### config.mk
export PLATFORM = sky130hd
export DESIGN_NAME = sprite_position_ctrl
export DESIGN_NICKNAME = d
export VERILOG_FILES = /design/src/rtl/vga_pkg.sv /design/src/rtl/btn_debounce.sv /design/src/rtl/sprite_position_ctrl.sv
export SDC_FILE = /design/constraint.sdc
export NUM_CORES = 1
export LEC_CHECK = 0
export BUFFER_PORTS_ARGS = -buffer_cell sky130_fd_sc_hd__buf_2
export CORE_ASPECT_RATIO = 0.8
export CORE_MARGIN = 10
export CORE_UTILIZATION = 50
export DETAILED_ROUTE_END_ITERATION = 10
export GPL_ROUTABILITY_DRIVEN = 1
export PLACE_DENSITY_LB_ADDON = 0.2
export SYNTH_ARGS = -nofsm -noshare
export SYNTH_HDL_FRONTEND = slang
export SYNTH_SLANG_ARGS = --single-unit
### constraint.sdc
create_clock -name clk -period 3.6 [get_ports clk]
set_clock_uncertainty 0.2 [all_clocks]
set_input_delay 0.36 -clock clk [delete_from_list [all_inputs] [get_ports clk]]
set_output_delay 0.36 -clock clk [all_outputs]
set_load 0.1 [all_outputs]
### src/rtl/vga_pkg.sv
// Shared VGA geometry constants, coordinate widths and the button direction index.
package vga_pkg;

   localparam int unsigned SCREEN_W    = 640;
   localparam int unsigned SCREEN_H    = 480;
   localparam int unsigned SPRITE_SIZE = 50;
   localparam int unsigned X_W         = 10;
   localparam int unsigned Y_W         = 9;

   typedef enum logic [1:0] {DIR_UP, DIR_DOWN, DIR_LEFT, DIR_RIGHT} dir_t;

   // Saturate a signed coordinate into 0..max_v.
   function automatic logic signed [11:0] clamp_pos(input logic signed [11:0] v,
                                                    input logic signed [11:0] max_v);
      if (v < 12'sd0) return 12'sd0;
      if (v > max_v) return max_v;
      return v;
   endfunction

endpackage

### src/rtl/btn_debounce.sv
// Two-flop synchroniser followed by a counter debouncer for one raw push-button.
module btn_debounce #(
   parameter int unsigned DEBOUNCE_CYCLES = 1000000
) (
   input  logic clk,
   input  logic reset,
   input  logic raw,
   output logic db
);

   localparam int unsigned CW = $clog2(DEBOUNCE_CYCLES) + 1;
   localparam logic [CW-1:0] LAST = CW'(DEBOUNCE_CYCLES - 1);

   logic          sync1, sync2;
   logic [CW-1:0] cnt;

   always_ff @(posedge clk or negedge reset) begin
      if (!reset) begin
         sync1 <= 1'b0;
         sync2 <= 1'b0;
         db    <= 1'b0;
         cnt   <= '0;
      end else begin
         sync1 <= raw;
         sync2 <= sync1;
         if (sync2 == db) begin
            cnt <= '0;
         end else if (cnt == LAST) begin
            db  <= ~db;
            cnt <= '0;
         end else begin
            cnt <= cnt + 1'b1;
         end
      end
   end

endmodule

### src/rtl/sprite_position_ctrl.sv
// Per-frame sprite position controller: debounced buttons move a clamped (x, y) once per
// rising edge of screen_end, all in the single system clock domain.
module sprite_position_ctrl
   import vga_pkg::*;
#(
   parameter int unsigned SCREEN_W        = vga_pkg::SCREEN_W,
   parameter int unsigned SCREEN_H        = vga_pkg::SCREEN_H,
   parameter int unsigned SPRITE_SIZE     = vga_pkg::SPRITE_SIZE,
   parameter int unsigned INIT_X          = 50,
   parameter int unsigned INIT_Y          = 50,
   parameter int unsigned STEP            = 1,
   parameter int unsigned DEBOUNCE_CYCLES = 1000000
) (
   input  logic           clk,
   input  logic           reset,
   input  logic           btn_up,
   input  logic           btn_down,
   input  logic           btn_left,
   input  logic           btn_right,
   input  logic           screen_end,
   output logic [X_W-1:0] pos_x,
   output logic [Y_W-1:0] pos_y,
   output logic           pos_update
);

   localparam int unsigned MAX_X   = SCREEN_W - SPRITE_SIZE;
   localparam int unsigned MAX_Y   = SCREEN_H - SPRITE_SIZE;
   localparam int unsigned INIT_XC = (INIT_X > MAX_X) ? MAX_X : INIT_X;
   localparam int unsigned INIT_YC = (INIT_Y > MAX_Y) ? MAX_Y : INIT_Y;

   localparam logic signed [11:0] MAX_X_S = 12'(MAX_X);
   localparam logic signed [11:0] MAX_Y_S = 12'(MAX_Y);
   localparam logic signed [11:0] STEP_S  = 12'(STEP);

   logic [3:0] raw, db;

   assign raw[DIR_UP]    = btn_up;
   assign raw[DIR_DOWN]  = btn_down;
   assign raw[DIR_LEFT]  = btn_left;
   assign raw[DIR_RIGHT] = btn_right;

   for (genvar i = 0; i < 4; i++) begin : g_btn
      btn_debounce #(
         .DEBOUNCE_CYCLES(DEBOUNCE_CYCLES)
      ) u_debounce (
         .clk  (clk),
         .reset(reset),
         .raw  (raw[i]),
         .db   (db[i])
      );
   end

   // Chain resets high so a screen_end already high at reset release is not seen as an edge.
   logic se_s1, se_s2, se_q, tick;

   always_ff @(posedge clk or negedge reset) begin
      if (!reset) begin
         se_s1 <= 1'b1;
         se_s2 <= 1'b1;
         se_q  <= 1'b1;
         tick  <= 1'b0;
      end else begin
         se_s1 <= screen_end;
         se_s2 <= se_s1;
         se_q  <= se_s2;
         tick  <= se_s2 & ~se_q;
      end
   end

   logic signed [11:0] dx, dy, nx, ny;

   always_comb begin
      dx = 12'sd0;
      dy = 12'sd0;
      if (db[DIR_RIGHT]) dx = dx + STEP_S;
      if (db[DIR_LEFT])  dx = dx - STEP_S;
      if (db[DIR_DOWN])  dy = dy + STEP_S;
      if (db[DIR_UP])    dy = dy - STEP_S;
      nx = signed'({2'b00, pos_x}) + dx;
      ny = signed'({3'b000, pos_y}) + dy;
   end

   always_ff @(posedge clk or negedge reset) begin
      if (!reset) begin
         pos_x      <= X_W'(INIT_XC);
         pos_y      <= Y_W'(INIT_YC);
         pos_update <= 1'b0;
      end else begin
         pos_update <= tick;
         if (tick) begin
            pos_x <= X_W'(clamp_pos(nx, MAX_X_S));
            pos_y <= Y_W'(clamp_pos(ny, MAX_Y_S));
         end
      end
   end

endmodule

==> report_table.html <==
<table>
<tr><th>Metric</th><th>Value</th></tr>
<tr><th colspan="2">Logic synthesis</th></tr>
<tr><td>Most frequent cells after synthesis</td><td>sky130_fd_sc_hd__dfrtp_1 (111), sky130_fd_sc_hd__nor2_1 (105), sky130_fd_sc_hd__nand2_1 (53), sky130_fd_sc_hd__xor2_1 (47), sky130_fd_sc_hd__xnor2_1 (45)</td></tr>
<tr><td>Mapped cell area</td><td>6900 µm²</td></tr>
<tr><td>Synthesized instance count</td><td>750</td></tr>
<tr><td>Dominant combinational cell family by area after synthesis</td><td>simple AND/OR/NAND/NOR gates</td></tr>
<tr><td>Most common cell in the netlist</td><td>sky130_fd_sc_hd__dfrtp_1</td></tr>
<tr><td>Simple-gate area share of the yosys netlist</td><td>0.2263</td></tr>
<tr><td>Top cell type's share of synthesized area</td><td>0.4025</td></tr>
<tr><td>Adder-cell share of the synthesized area</td><td>0.02357</td></tr>
<tr><td>Top post-synthesis cells by area</td><td>sky130_fd_sc_hd__dfrtp_1 (40%), sky130_fd_sc_hd__xor2_1 (6.0%), sky130_fd_sc_hd__nor2_1 (5.7%)</td></tr>
<tr><td>Yosys cell types</td><td>74</td></tr>
<tr><td>Mean Syn Cell Area</td><td>9.200 µm²</td></tr>
<tr><td>Cell type with the highest aggregate area in the netlist</td><td>sky130_fd_sc_hd__dfrtp_1</td></tr>
<tr><td>Number of flops mapped to enable cells by yosys</td><td>0</td></tr>
<tr><td>Total nets after synthesis</td><td>770</td></tr>
<tr><td>Synth Area in Compound Gates</td><td>0.1353</td></tr>
<tr><td>Seq/Total Area, Yosys</td><td>0.4368</td></tr>
<tr><td>Number of synthesized register bits</td><td>120</td></tr>
<tr><td>Dominant synthesized flop cell</td><td>sky130_fd_sc_hd__dfrtp_1</td></tr>
<tr><td>Proportion of synthesized area in mux cells</td><td>0.009610</td></tr>
<tr><td>Area share of xor/xnor cells in the synthesized design</td><td>0.1257</td></tr>
<tr><td>Fraction of registers with async set/reset</td><td>1.000</td></tr>
<tr><td>Number of warnings issued by yosys</td><td>0</td></tr>
<tr><th colspan="2">Place</th></tr>
<tr><td>I/O Buffers</td><td>26</td></tr>
<tr><td>Total cell area at the placement stage</td><td>7147 µm²</td></tr>
<tr><td>GP Congestion</td><td>0.8937</td></tr>
<tr><td># placed instances</td><td>924</td></tr>
<tr><td>DP HPWL</td><td>9.786 mm</td></tr>
<tr><th colspan="2">Outcome</th></tr>
<tr><td>Violations in the final reports</td><td>negative hold slack</td></tr>
<tr><td>Outcome</td><td>finished with violations</td></tr>
<tr><th colspan="2">Power and ir drop</th></tr>
<tr><td>Portion of total power attributed to sequential cells</td><td>0.455</td></tr>
<tr><td>P_leak</td><td>3.372 nW</td></tr>
<tr><td>Sum of internal, switching and leakage power</td><td>3.048 mW</td></tr>
<tr><td>Internal power of the cells</td><td>2.374 mW</td></tr>
<tr><td>Clk network pwr share</td><td>0.519</td></tr>
<tr><td>Maximum vdd ir drop</td><td>0.3060 mV</td></tr>
<tr><td>Switch share</td><td>0.2212</td></tr>
<tr><td>Net switching power</td><td>0.6742 mW</td></tr>
<tr><td>Power per standard cell area</td><td>393.0 nW/µm²</td></tr>
<tr><td>Relative contribution of combinational cells to total power</td><td>0.026</td></tr>
<tr><th colspan="2">Drt</th></tr>
<tr><td>Average wire per standard cell</td><td>14.77 µm</td></tr>
<tr><td>Detail Route Antenna Nets</td><td>0</td></tr>
<tr><td>Vias</td><td>5371</td></tr>
<tr><td>Detailed router's first-iteration violation count</td><td>341</td></tr>
<tr><td>DRC violation count after routing</td><td>0</td></tr>
<tr><td>Post-detailed-route via-to-cell ratio</td><td>5.589</td></tr>
<tr><td>Post-detailed-routing wire length</td><td>14.19 mm</td></tr>
<tr><td>Number of detailed-route iterations in the first pass</td><td>5</td></tr>
<tr><th colspan="2">CTS</th></tr>
<tr><td>Worst-skew pair later-pin latency</td><td>0.41 ns</td></tr>
<tr><td>Resized Gates After CTS</td><td>0</td></tr>
<tr><td>Clock-pin slew of the registers on the worst-case setup and hold paths</td><td>0.06 ns</td></tr>
<tr><td>Number of buffers between clock root and the deepest sink</td><td>2</td></tr>
<tr><td>Clock tree root buffer cell</td><td>sky130_fd_sc_hd__clkbuf_16</td></tr>
<tr><td>Post-CTS Setup Bufs</td><td>0</td></tr>
<tr><td>Clock tree from TritonCTS</td><td>built</td></tr>
<tr><td>Num CTS Buffers</td><td>17</td></tr>
<tr><td>Clock sinks</td><td>120</td></tr>
<tr><td>H-tree levels</td><td>4</td></tr>
<tr><th colspan="2">Critical path</th></tr>
<tr><td>Cell repeated most along the worst path</td><td>sky130_fd_sc_hd__ha_1</td></tr>
<tr><td>Element type at the critical path end</td><td>flip-flop</td></tr>
<tr><td>Required time of the critical path</td><td>3.66 ns</td></tr>
<tr><td>Worst EP arrival</td><td>3.28 ns</td></tr>
<tr><td>CP startpoint kind</td><td>flip-flop</td></tr>
<tr><td>Critical Path Fanout Max</td><td>6</td></tr>
<tr><td>Category of the most critical setup path</td><td>flip-flop to flip-flop</td></tr>
<tr><td>Critical Path Max Stage Delay</td><td>0.41 ns</td></tr>
<tr><td>Crit path buffers/inverters</td><td>1</td></tr>
<tr><td>CP cell instances</td><td>ha_1 -&gt; inv_1 -&gt; ha_1 -&gt; ha_1 -&gt; nand4bb_1 -&gt; and4_1 -&gt; and4_1 -&gt; o31a_1 -&gt; a311oi_1 -&gt; o21ai_2 -&gt; nand2_1 -&gt; o22ai_1</td></tr>
<tr><td>Family with the most delay on the worst path</td><td>compound AO/OA/AOI/OAI gates</td></tr>
<tr><td>Master of the slowest instance on the critical path</td><td>sky130_fd_sc_hd__dfrtp_1</td></tr>
<tr><th colspan="2">STA</th></tr>
<tr><td>Crit path time final</td><td>3.221 ns</td></tr>
<tr><td>RSZ-0062 raised after global routing</td><td>no</td></tr>
<tr><td>Setup Viol. Count Final</td><td>0</td></tr>
<tr><td>Worst relative slew slack</td><td>0.2408</td></tr>
<tr><td>Number of max-slew violations in the final report</td><td>0</td></tr>
<tr><td>Share of the cycle needed by the critical path after routing</td><td>0.8947</td></tr>
<tr><td>Hold violation count in the final report</td><td>34</td></tr>
<tr><td>Slew @ Worst Pin</td><td>1.139 ns</td></tr>
<tr><td>Total Neg Setup Slack</td><td>0 ns</td></tr>
<tr><td>Min Hold Slack</td><td>-0.05184 ns</td></tr>
<tr><td>Maximum clock frequency</td><td>310.5 MHz</td></tr>
<tr><th colspan="2">Global routing</th></tr>
<tr><td>Number of antenna violations at the first check in global routing</td><td>0</td></tr>
<tr><td>Global route overflow</td><td>0</td></tr>
<tr><td>Maximum number of pins on one net before global-route repair</td><td>93</td></tr>
<tr><td>Global-route wire length before repair</td><td>24.70 mm</td></tr>
<tr><td>Number of global-route vias before repair</td><td>5224</td></tr>
<tr><td>Global-route total usage across every layer</td><td>0.1552</td></tr>
<tr><th colspan="2">Floorplanning</th></tr>
<tr><td>Placement row count</td><td>38</td></tr>
<tr><td>Core region area</td><td>13550 µm²</td></tr>
<tr><td>Die area</td><td>18930 µm²</td></tr>
<tr><td>Die span in x</td><td>151.3 µm</td></tr>
<tr><td>Starting Density</td><td>0.5092</td></tr>
<tr><td>Vertical die dimension</td><td>125.1 µm</td></tr>
<tr><td>Top-level port count</td><td>27</td></tr>
<tr><th colspan="2">Final layout</th></tr>
<tr><td>Number of filler instances in the final layout</td><td>1154</td></tr>
<tr><td>Area occupied by registers</td><td>3014 µm²</td></tr>
<tr><td>Fraction of layout cells with a size suffix above 1</td><td>0.1255</td></tr>
<tr><td>Final Instance Count excl. Fillers</td><td>961</td></tr>
<tr><td>Syn-to-layout area delta</td><td>12.40%</td></tr>
<tr><td>Multi-input combinational cell area</td><td>3591 µm²</td></tr>
<tr><td>Number of nets in the layout</td><td>788</td></tr>
<tr><td>Final antenna diode count</td><td>0</td></tr>
<tr><td>Cell area after layout</td><td>7756 µm²</td></tr>
<tr><th colspan="2">Worst hold path</th></tr>
<tr><td>Hold/Removal Path Class</td><td>input port to asynchronous set/reset pin</td></tr>
<tr><th colspan="2">Run</th></tr>
<tr><td>Max-Cap Viols</td><td>0</td></tr>
</table>
[placed cells by master, fill, tap and decap left out, types with 4 or more instances in the layout]
master,count
sky130_fd_sc_hd__dfrtp_1,111
sky130_fd_sc_hd__nor2_1,105
sky130_fd_sc_hd__nand2_1,53
sky130_fd_sc_hd__xor2_1,47
sky130_fd_sc_hd__xnor2_1,45
sky130_fd_sc_hd__nand3_1,40
sky130_fd_sc_hd__o21ai_0,33
sky130_fd_sc_hd__inv_1,31
sky130_fd_sc_hd__and3_1,29
sky130_fd_sc_hd__a21oi_1,27
sky130_fd_sc_hd__buf_2,25
sky130_fd_sc_hd__clkbuf_16,17
sky130_fd_sc_hd__nand4_1,16
sky130_fd_sc_hd__ha_1,13
sky130_fd_sc_hd__nor3_1,10
sky130_fd_sc_hd__buf_4,10
sky130_fd_sc_hd__dfstp_2,9
sky130_fd_sc_hd__or3_1,8
sky130_fd_sc_hd__nor4_1,7
sky130_fd_sc_hd__a21o_1,7
sky130_fd_sc_hd__o22ai_1,7
sky130_fd_sc_hd__nor4b_1,6
sky130_fd_sc_hd__or2_2,6
sky130_fd_sc_hd__nor2b_1,6
sky130_fd_sc_hd__clkinvlp_4,6
sky130_fd_sc_hd__nand2b_1,5
sky130_fd_sc_hd__o211ai_1,5
sky130_fd_sc_hd__o31a_1,5
sky130_fd_sc_hd__o221ai_1,5
sky130_fd_sc_hd__mux2_2,5
sky130_fd_sc_hd__dlygate4sd3_1,5
sky130_fd_sc_hd__and2_1,4
sky130_fd_sc_hd__a22oi_1,4
sky130_fd_sc_hd__o211a_1,4
[timing repair]
action,in CTS,in global routing
endpoints found under the hold margin,5,0
endpoints found under the setup margin,0,0
hold buffers,5,0
[path summary, 6_finish.rpt]
kind,start,endpoint,slack [ns],cells after the start
min in group clk,g_btn[1].u_debounce.sync1$_DFF_PN0_,g_btn[1].u_debounce.sync2$_DFF_PN0_,0.15,0
worst min register to register,g_btn[1].u_debounce.sync1$_DFF_PN0_,g_btn[1].u_debounce.sync2$_DFF_PN0_,0.15,0
max in group asynchronous,reset,pos_x[4]$_DFFE_PN1P_,2.30,2
worst max register to register,g_btn[2].u_debounce.db$_DFFE_PN0P_,pos_x[0]$_DFFE_PN0P_,0.38,12
worst min-delay path,reset,g_btn[2].u_debounce.cnt[7]$_DFF_PN0_,-0.05,1
worst max-delay path,g_btn[2].u_debounce.db$_DFFE_PN0P_,pos_x[0]$_DFFE_PN0P_,0.38,12
[cell families after synthesis]
| group | Yosys count |
|---|---|
| AO/OA/AOI/OAI | 131 |
| XOR/XNOR | 95 |
| adder cells (fa/ha/maj) | 13 |
| buffers and inverters | 72 |
| flip-flops | 120 |
| multiplexers | 6 |
| AND/OR/NAND/NOR | 313 |
[state kept, by name (all words and copies together) (netlist names)]
register / count
se_q: 1
pos_update: 1
se_s1: 1
g_btn.u_debounce.db: 4
pos_x: 10
g_btn.u_debounce.sync1: 4
g_btn.u_debounce.cnt: 84
se_s2: 1
g_btn.u_debounce.sync2: 4
pos_y: 9
tick: 1
[layer usage]
| metal | vias to the layer above | wire length [µm] | global-route usage | part of all wire |
|---|---|---|---|---|
| met2 | 118 | 6508 | 0.2290 | 0.46 |
| met5 | - | 0 | 0 | 0 |
| met3 | 9 | 749 | 0.04398 | 0.053 |
| met4 | 0 | 108 | 0.05031 | 0.0076 |
| met1 | 2596 | 6828 | 0.2144 | 0.48 |
| li1 | 2648 | - | - | - |
[stage by stage]
step                setup WS, ns  utilization  hold WS, ns
global route             0.04682       0.5724      0.04979
detailed placement        0.4178       0.5274       0.1370
global placement          0.5235       0.5274       0.1323
finish                    0.3789       0.5724     -0.05184
CTS                       0.4080       0.5724     0.008107
floorplan                0.08839            -      -0.1356
[layout make-up]
type / count / area share
clock inverters: 11 / 0.01274
flip-flops and latches: 120 / 0.3886
multi-input cells: 558 / 0.4630
inverters: 31 / 0.01500
well taps: 180 / 0.02904
clock buffers: 21 / 0.05936
repair buffers: 40 / 0.03226
[worst register-to-register path, cell delays in order (launching register included)]
cell and delay, ns:
sky130_fd_sc_hd__dfrtp_1 0.41, sky130_fd_sc_hd__ha_1 0.31, sky130_fd_sc_hd__inv_1 0.06, sky130_fd_sc_hd__ha_1 0.21, sky130_fd_sc_hd__ha_1 0.28, sky130_fd_sc_hd__nand4bb_1 0.11
sky130_fd_sc_hd__and4_1 0.23, sky130_fd_sc_hd__and4_1 0.22, sky130_fd_sc_hd__o31a_1 0.31, sky130_fd_sc_hd__a311oi_1 0.28, sky130_fd_sc_hd__o21ai_2 0.16, sky130_fd_sc_hd__nand2_1 0.18
sky130_fd_sc_hd__o22ai_1 0.10
[power by group through the flow]
stage	registers [mW]	clock network [mW]	logic (mW)
after floorplan	1.41	0	0.0373
after global placement	1.41	0	0.0764
after global routing	1.39	1.68	0.0930
after detailed placement	1.41	0	0.0780
after CTS	1.39	1.62	0.0824
final	1.39	1.58	0.0795
Power figures use the tool's default switching activity.
